[config.mk]
export PLATFORM = sky130hd
export DESIGN_NAME = regfile_write_arbiter
export DESIGN_NICKNAME = d
export VERILOG_FILES = /design/src/rtl/regfile_arb_pkg.sv /design/src/rtl/write_req_fifo.sv /design/src/rtl/regfile_write_arbiter.sv
export SDC_FILE = /design/constraint.sdc
export NUM_CORES = 1
export LEC_CHECK = 0
export ABC_AREA = 0
export CORE_ASPECT_RATIO = 1.1
export CORE_MARGIN = 4
export CORE_UTILIZATION = 30
export CTS_CLUSTER_DIAMETER = 200
export CTS_CLUSTER_SIZE = 30
export DETAILED_ROUTE_END_ITERATION = 7
export GPL_ROUTABILITY_DRIVEN = 0
export HOLD_SLACK_MARGIN = 0.05
export PLACE_DENSITY = 0.51
export SLEW_MARGIN = 0
export SYNTH_ARGS = -nofsm -noshare
export SYNTH_HDL_FRONTEND = slang
export SYNTH_SLANG_ARGS = --single-unit
[constraint.sdc]
create_clock -name clock -period 2.6 [get_ports clock]
set_input_delay 0.39 -clock clock [delete_from_list [all_inputs] [get_ports clock]]
set_output_delay 0.39 -clock clock [all_outputs]
set_load 0.01 [all_outputs]
[src/rtl/regfile_arb_pkg.sv]
// Shared widths and the write-request record used by the regfile write arbiter and its host FIFO.
package regfile_arb_pkg;
  localparam int REG_ADDR_W = 5;
  localparam int DATA_W     = 32;
  localparam logic [REG_ADDR_W-1:0] ZERO_REG = 5'd0;

  typedef struct packed {
    logic [REG_ADDR_W-1:0] reg_addr;
    logic [DATA_W-1:0]     data;
  } wr_req_t;
endpackage

[src/rtl/write_req_fifo.sv]
// Synchronous, non-fall-through FIFO of register write requests.
// Full and empty are told apart by the extra occupancy bit; pointers wrap modulo DEPTH.
module write_req_fifo
  import regfile_arb_pkg::*;
#(
  parameter int DEPTH = 4,
  localparam int PTR_W = $clog2(DEPTH)
) (
  input  logic         clock,
  input  logic         ctrl_reset_n,
  input  logic         i_push,
  input  wr_req_t      i_req,
  input  logic         i_pop,
  output wr_req_t      o_head,
  output logic         o_full,
  output logic         o_empty,
  output logic [PTR_W:0] o_count
);

  wr_req_t          r_mem [DEPTH];
  logic [PTR_W-1:0] r_wr_ptr;
  logic [PTR_W-1:0] r_rd_ptr;
  logic [PTR_W:0]   r_count;
  logic             w_push;
  logic             w_pop;

  assign o_full  = (r_count == (PTR_W+1)'(DEPTH));
  assign o_empty = (r_count == '0);
  assign o_count = r_count;
  assign o_head  = r_mem[r_rd_ptr];
  assign w_push  = i_push && !o_full;
  assign w_pop   = i_pop && !o_empty;

  // Storage is not reset: pointer reset alone discards stale contents.
  always_ff @(posedge clock) begin
    if (w_push) r_mem[r_wr_ptr] <= i_req;
  end

  always_ff @(posedge clock or negedge ctrl_reset_n) begin
    if (!ctrl_reset_n) begin
      r_wr_ptr <= '0;
      r_rd_ptr <= '0;
      r_count  <= '0;
    end else begin
      if (w_push) r_wr_ptr <= r_wr_ptr + 1'b1;
      if (w_pop)  r_rd_ptr <= r_rd_ptr + 1'b1;
      if (w_push && !w_pop)      r_count <= r_count + 1'b1;
      else if (w_pop && !w_push) r_count <= r_count - 1'b1;
    end
  end

endmodule

[src/rtl/regfile_write_arbiter.sv]
// Single-write-port initiator for the 32x32 regfile: processor writeback has priority, host writes queue in a FIFO.
// Optional macro REGFILE_ARB_PROTECT_EN drops host writes to r1..PROT_LIMIT and pulses host_err.
module regfile_write_arbiter
  import regfile_arb_pkg::*;
#(
  parameter int DEPTH        = 4,
  parameter int STARVE_LIMIT = 8,
  parameter int PROT_LIMIT   = 1
) (
  input  logic                    clock,
  input  logic                    ctrl_reset_n,
  input  logic                    wb_we,
  input  logic [REG_ADDR_W-1:0]   wb_reg,
  input  logic [DATA_W-1:0]       wb_data,
  output logic                    wb_stall,
  input  logic                    host_valid,
  output logic                    host_ready,
  input  logic [REG_ADDR_W-1:0]   host_reg,
  input  logic [DATA_W-1:0]       host_data,
  output logic                    host_err,
  output logic [$clog2(DEPTH):0]  pending,
  output logic                    ctrl_writeEnable,
  output logic [REG_ADDR_W-1:0]   ctrl_writeReg,
  output logic [DATA_W-1:0]       data_writeReg
);

  localparam int SC_W = $clog2(STARVE_LIMIT + 1);

  if (DEPTH < 2 || (DEPTH & (DEPTH - 1)) != 0 || PROT_LIMIT < 0 || PROT_LIMIT > 31) begin : g_bad_param
    $error("regfile_write_arbiter: DEPTH must be a power of two >= 2 and PROT_LIMIT in 0..31");
  end

  wr_req_t          w_head;
  wr_req_t          w_host_req;
  wr_req_t          w_issue_req;
  logic             w_full;
  logic             w_empty;
  logic             w_accept;
  logic             w_push;
  logic             w_pop;
  logic             w_issue;
  logic             w_wb_req;
  logic             w_forced;
  logic             w_prot;
  logic             r_active;
  logic [SC_W-1:0]  r_starve_cnt;
  logic             r_we;
  wr_req_t          r_out;

  assign w_host_req.reg_addr = host_reg;
  assign w_host_req.data     = host_data;

  // r_active keeps host_ready low and blocks issue until the first edge after reset release.
  assign host_ready = r_active && !w_full;
  assign w_accept   = host_valid && host_ready;
  assign w_push     = w_accept && (host_reg != ZERO_REG) && !w_prot;
  assign w_wb_req   = wb_we && (wb_reg != ZERO_REG);
  assign w_forced   = (r_starve_cnt == SC_W'(STARVE_LIMIT)) && !w_empty;
  assign wb_stall   = w_forced;

  always_comb begin
    w_issue     = 1'b0;
    w_pop       = 1'b0;
    w_issue_req = w_head;
    if (r_active) begin
      if (w_forced) begin
        w_issue = 1'b1;
        w_pop   = 1'b1;
      end else if (w_wb_req) begin
        w_issue              = 1'b1;
        w_issue_req.reg_addr = wb_reg;
        w_issue_req.data     = wb_data;
      end else if (!w_empty) begin
        w_issue = 1'b1;
        w_pop   = 1'b1;
      end
    end
  end

  write_req_fifo #(.DEPTH(DEPTH)) u_fifo (
    .clock        (clock),
    .ctrl_reset_n (ctrl_reset_n),
    .i_push       (w_push),
    .i_req        (w_host_req),
    .i_pop        (w_pop),
    .o_head       (w_head),
    .o_full       (w_full),
    .o_empty      (w_empty),
    .o_count      (pending)
  );

  always_ff @(posedge clock or negedge ctrl_reset_n) begin
    if (!ctrl_reset_n) begin
      r_active     <= 1'b0;
      r_starve_cnt <= '0;
      r_we         <= 1'b0;
      r_out        <= '0;
    end else begin
      r_active <= 1'b1;
      r_we     <= w_issue;
      if (w_issue) r_out <= w_issue_req;
      // A non-empty FIFO that is not popped can only mean writeback won this cycle.
      if (w_empty || w_pop)
        r_starve_cnt <= '0;
      else if (r_starve_cnt != SC_W'(STARVE_LIMIT))
        r_starve_cnt <= r_starve_cnt + 1'b1;
    end
  end

  assign ctrl_writeEnable = r_we;
  assign ctrl_writeReg    = r_out.reg_addr;
  assign data_writeReg    = r_out.data;

`ifdef REGFILE_ARB_PROTECT_EN
  logic r_host_err;

  assign w_prot   = (host_reg != ZERO_REG) && (host_reg <= REG_ADDR_W'(PROT_LIMIT));
  assign host_err = r_host_err;

  always_ff @(posedge clock or negedge ctrl_reset_n) begin
    if (!ctrl_reset_n) r_host_err <= 1'b0;
    else               r_host_err <= w_accept && w_prot;
  end
`else
  assign w_prot   = 1'b0;
  assign host_err = 1'b0;
`endif

endmodule

==> results by group <==
Synth
  • Yosys reg bits: 198
  • Most common cell in the synthesized netlist: edfxtp_1
  • Syn. warnings: 0
  • Synth cell count leaders: 148 x edfxtp_1, 50 x dfrtp_1, 39 x nor3_1, 38 x nand3_1, 38 x o21ai_0
  • Ys async rst share: around a quarter
  • Synth area leader: edfxtp_1
  • Yosys top cell area share: a little under three fifths
  • Post-synth EDFFs: 148
  • Syn Std Cell Area: 7960 um^2
  • Ys flop type: edfxtp_1
  • Post-synthesis sequential area ratio: 71.5%
  • Netlist cell types: 39
  • Syn avg cell area: 16.4 um^2
  • Synth area leaders: edfxtp_1 56%, dfrtp_1 16%, mux4_2 10%, a31oi_1 2.9%, nor3_1 2.5%
  • Syn Inst Count: 485
  • Synthesized Nets: 571

Timing
  • Maximum operating frequency: about 0.42 GHz
  • Setup violators final: 0
  • Worst-margin pin slew: 0.594 ns
  • Final hold vios: 0
  • RSZ-0062 raised after global routing: no
  • Pins Over Slew Limit: 0
  • Rel. slew slack: 60.4%
  • Final min period: 2.39 ns
  • Post-route setup slack: between 0.2 and 0.25 ns
  • Fin crit share: slightly above 90%
  • Hold Slack: between 0.4 and 0.5 ns
  • Worst clock skew: 0.0130 ns

Power
  • Cell Int Power: 7.13 mW
  • Sequential power share: 42.8%
  • PwrDens: 990 nW/um^2
  • Peak supply drop: between 0.4 and 0.5 mV
  • Switching share of total power: 31.0%
  • Clock power frac: 24.8%
  • Leakage: 3.54 nW
  • Net switching power: around 3.2 mW
  • Logic pwr share: 32.3%
  • Pwr Total: 10.3 mW

Routing
  • Final ANT Viol Nets: 0
  • Detailed Route Iter0 Violations: 323
  • Drt drc: 0
  • Vias: 4854
  • DR WL/cell: 20.6 um
  • Post-Route WL: 20400 um
  • DR pass1 iterations: 4
  • DR vias/cell: 4.91

Min path
  • HP Class: input pin to async pin

Worst setup path
  • Critical path arrival: 2.00 ns
  • FF-to-FF path depth: 10
  • Worst R2R Setup Slack: 0.31 ns
  • CP Max Fanout: 5
  • Crit end category: output pin
  • Worst setup SP type: flip-flop
  • Crit-path cells: inv_1 -> ha_1 -> and3b_1 -> buf_4 -> nand2_1 -> inv_1 -> dlygate4sd2_1
  • Crit Path Class: flip-flop to output pin
  • Most used cell, CP: inv_1
  • Worst path max stage delay: ~0.4 ns
  • Critical Path RT: 2.21 ns
  • Critical-path top delay cell: dfrtp_1

Floorplan
  • Initial core utilization: a little under a third
  • Top Ports: around 120
  • Die width: around 160 um
  • Die Y-Extent: 179 um
  • Std cell rows: between 60 and 70
  • Die Footprint: a little under 30000 um^2
  • Core ar.: 26100 um^2

Clocking
  • Later-pin clock latency in the skew report: between 0.4 and 0.5 ns
  • CTS tree: yes
  • # Post-CTS Setup Buffers: 0
  • Clk buf depth: 2
  • TritonCTS Sinks: between 150 and 200
  • # H-tree levels: 4
  • Total CTS buffers: 17
  • Clock Pin Slew Worst Setup and Hold Paths: 0.08 ns
  • CTS Root Cell: clkbuf_16

Placed design
  • DP HPWL: about 13000 um
  • IO Port Bufs: 120
  • Post-Place Worst Slack: -0.194 ns

GRT
  • Total GRT Usage: between 10% and 20%
  • Antenna violations before repair: 0
  • Pin count of the biggest net entering global routing: 41
  • First-pass GRT wire length: 31200 um
  • Gr ovfl total: 0
  • Vias in the first global route: 5262

Layout
  • Layout cells sized above 1: 18.8%
  • Ant. Diodes: 0
  • Layout net count: 710
  • Filler Cell Count: 2441
  • Syn-to-layout area delta: 31.1%

Flow run
  • MaxCap Viol Count: 0

Outcome
  • Status: complete, no violations
## critical path, delay by kind of cell, from the launching register on
kind	cells	cell delay (ns)
buffers and inverters	4	0.66
DFF	1	0.40
and+or+nand+nor	2	0.31
adders and majority gates	1	0.18
## flip-flops by register name (all words and copies together) (netlist names)
| register | flops |
|---|---|
| u_fifo.o_count | 3 |
| u_fifo.r_rd_ptr | 2 |
| ctrl_writeReg | 5 |
| data_writeReg | 32 |
| u_fifo.r_mem | 148 |
| ctrl_writeEnable | 1 |
| r_starve_cnt | 4 |
| r_active | 1 |
| u_fifo.r_wr_ptr | 2 |
## placed cells by master, fill, tap and decap left out, types with 2 or more instances in the layout
master,netlist,layout
mux4_2,37,37
clkdlybuf4s50_1,0,118
nor2_1,6,2
a31oi_1,37,37
inv_8,0,6
o32ai_1,2,2
clkbuf_16,0,17
nor3_1,39,39
o21ai_4,0,2
xor2_1,2,2
clkinv_8,0,2
conb_1,2,2
edfxtp_1,148,148
inv_6,0,3
buf_4,1,29
xnor2_1,6,6
mux2_2,2,2
clkinv_4,0,2
nand3_1,38,38
dfrtp_2,0,2
ha_1,7,7
nand2_1,2,2
buf_12,0,7
dfrtp_1,50,48
o21ai_0,38,38
nor2_4,0,4
inv_1,12,12
## through the flow
step | cell area (um^2) | util, % | cells | setup TNS (ns)
2_1_floorplan | 7970 | - | 485 | -12.67
3_3_place_gp | 9840 | 37.7 | 956 | -0.135
3_5_place_dp | 9840 | 37.7 | 956 | -0.220
4_1_cts | 10400 | 39.9 | 989 | 0
5_1_grt | 10400 | 39.9 | 989 | 0
6_report | 10400 | 39.9 | 989 | 0
## path summary, 6_finish.rpt
path	start	to
min in group clock	wb_data[1]	data_writeReg[1]
max in group asynchronous	ctrl_reset_n	u_fifo.r_rd_ptr[1]
worst min-delay path	ctrl_reset_n	data_writeReg[1]
worst min register to register	u_fifo.r_wr_ptr[0]	u_fifo.r_wr_ptr[0]
worst max-delay path	r_starve_cnt[0]	wb_stall
worst max register to register	r_starve_cnt[0]	u_fifo.o_count[2]
## cells by family after synthesis
| kind of cell | Yosys count | share of synthesized area (%) |
|---|---|---|
| DFF | 198 | 71.5 |
| and+or+nand+nor | 94 | 6.05 |
| AOI/OAI and AO/OA | 86 | 6.44 |
| buffers and inverters | 49 | 2.77 |
| muxes | 40 | 10.9 |
| adders and majority gates | 8 | 1.35 |
| xor gates and xnor gates | 8 | 0.880 |
| other | 2 | 0.0943 |
## layout make-up
type,instances,area (um^2),area share [%]
sequential,198,5700,54.6
multi-input combinational,238,2110,20.2
timing repair buffer,157,1560,15.0
tap,352,440,4.22
clock buffer,18,429,4.11
clock inverter,14,151,1.45
inverter,12,45.0,0.432
## layer usage
metal  track usage, %  routed length (um)
met5                0                   0
met4             3.77                 273
met3             2.99                 910
met2             25.6               10500
met1             17.8                8670
## power by group through the flow
stage / registers, mW / clock network (mW) / logic [mW]
2_1_floorplan: 4.52 / 0 / 1.72
3_3_place_gp: 4.47 / 0 / 3.36
3_5_place_dp: 4.51 / 0 / 3.42
4_1_cts: 4.44 / 2.64 / 3.43
5_1_grt: 4.50 / 2.78 / 3.65
6_report: 4.42 / 2.57 / 3.34
## timing repair
item,4_1_cts,5_1_grt
hold endpoints to repair,21,0
setup endpoints to repair,1,0
resized for setup,1,0
hold buffers,1,0
Power figures use the tool's default switching activity.
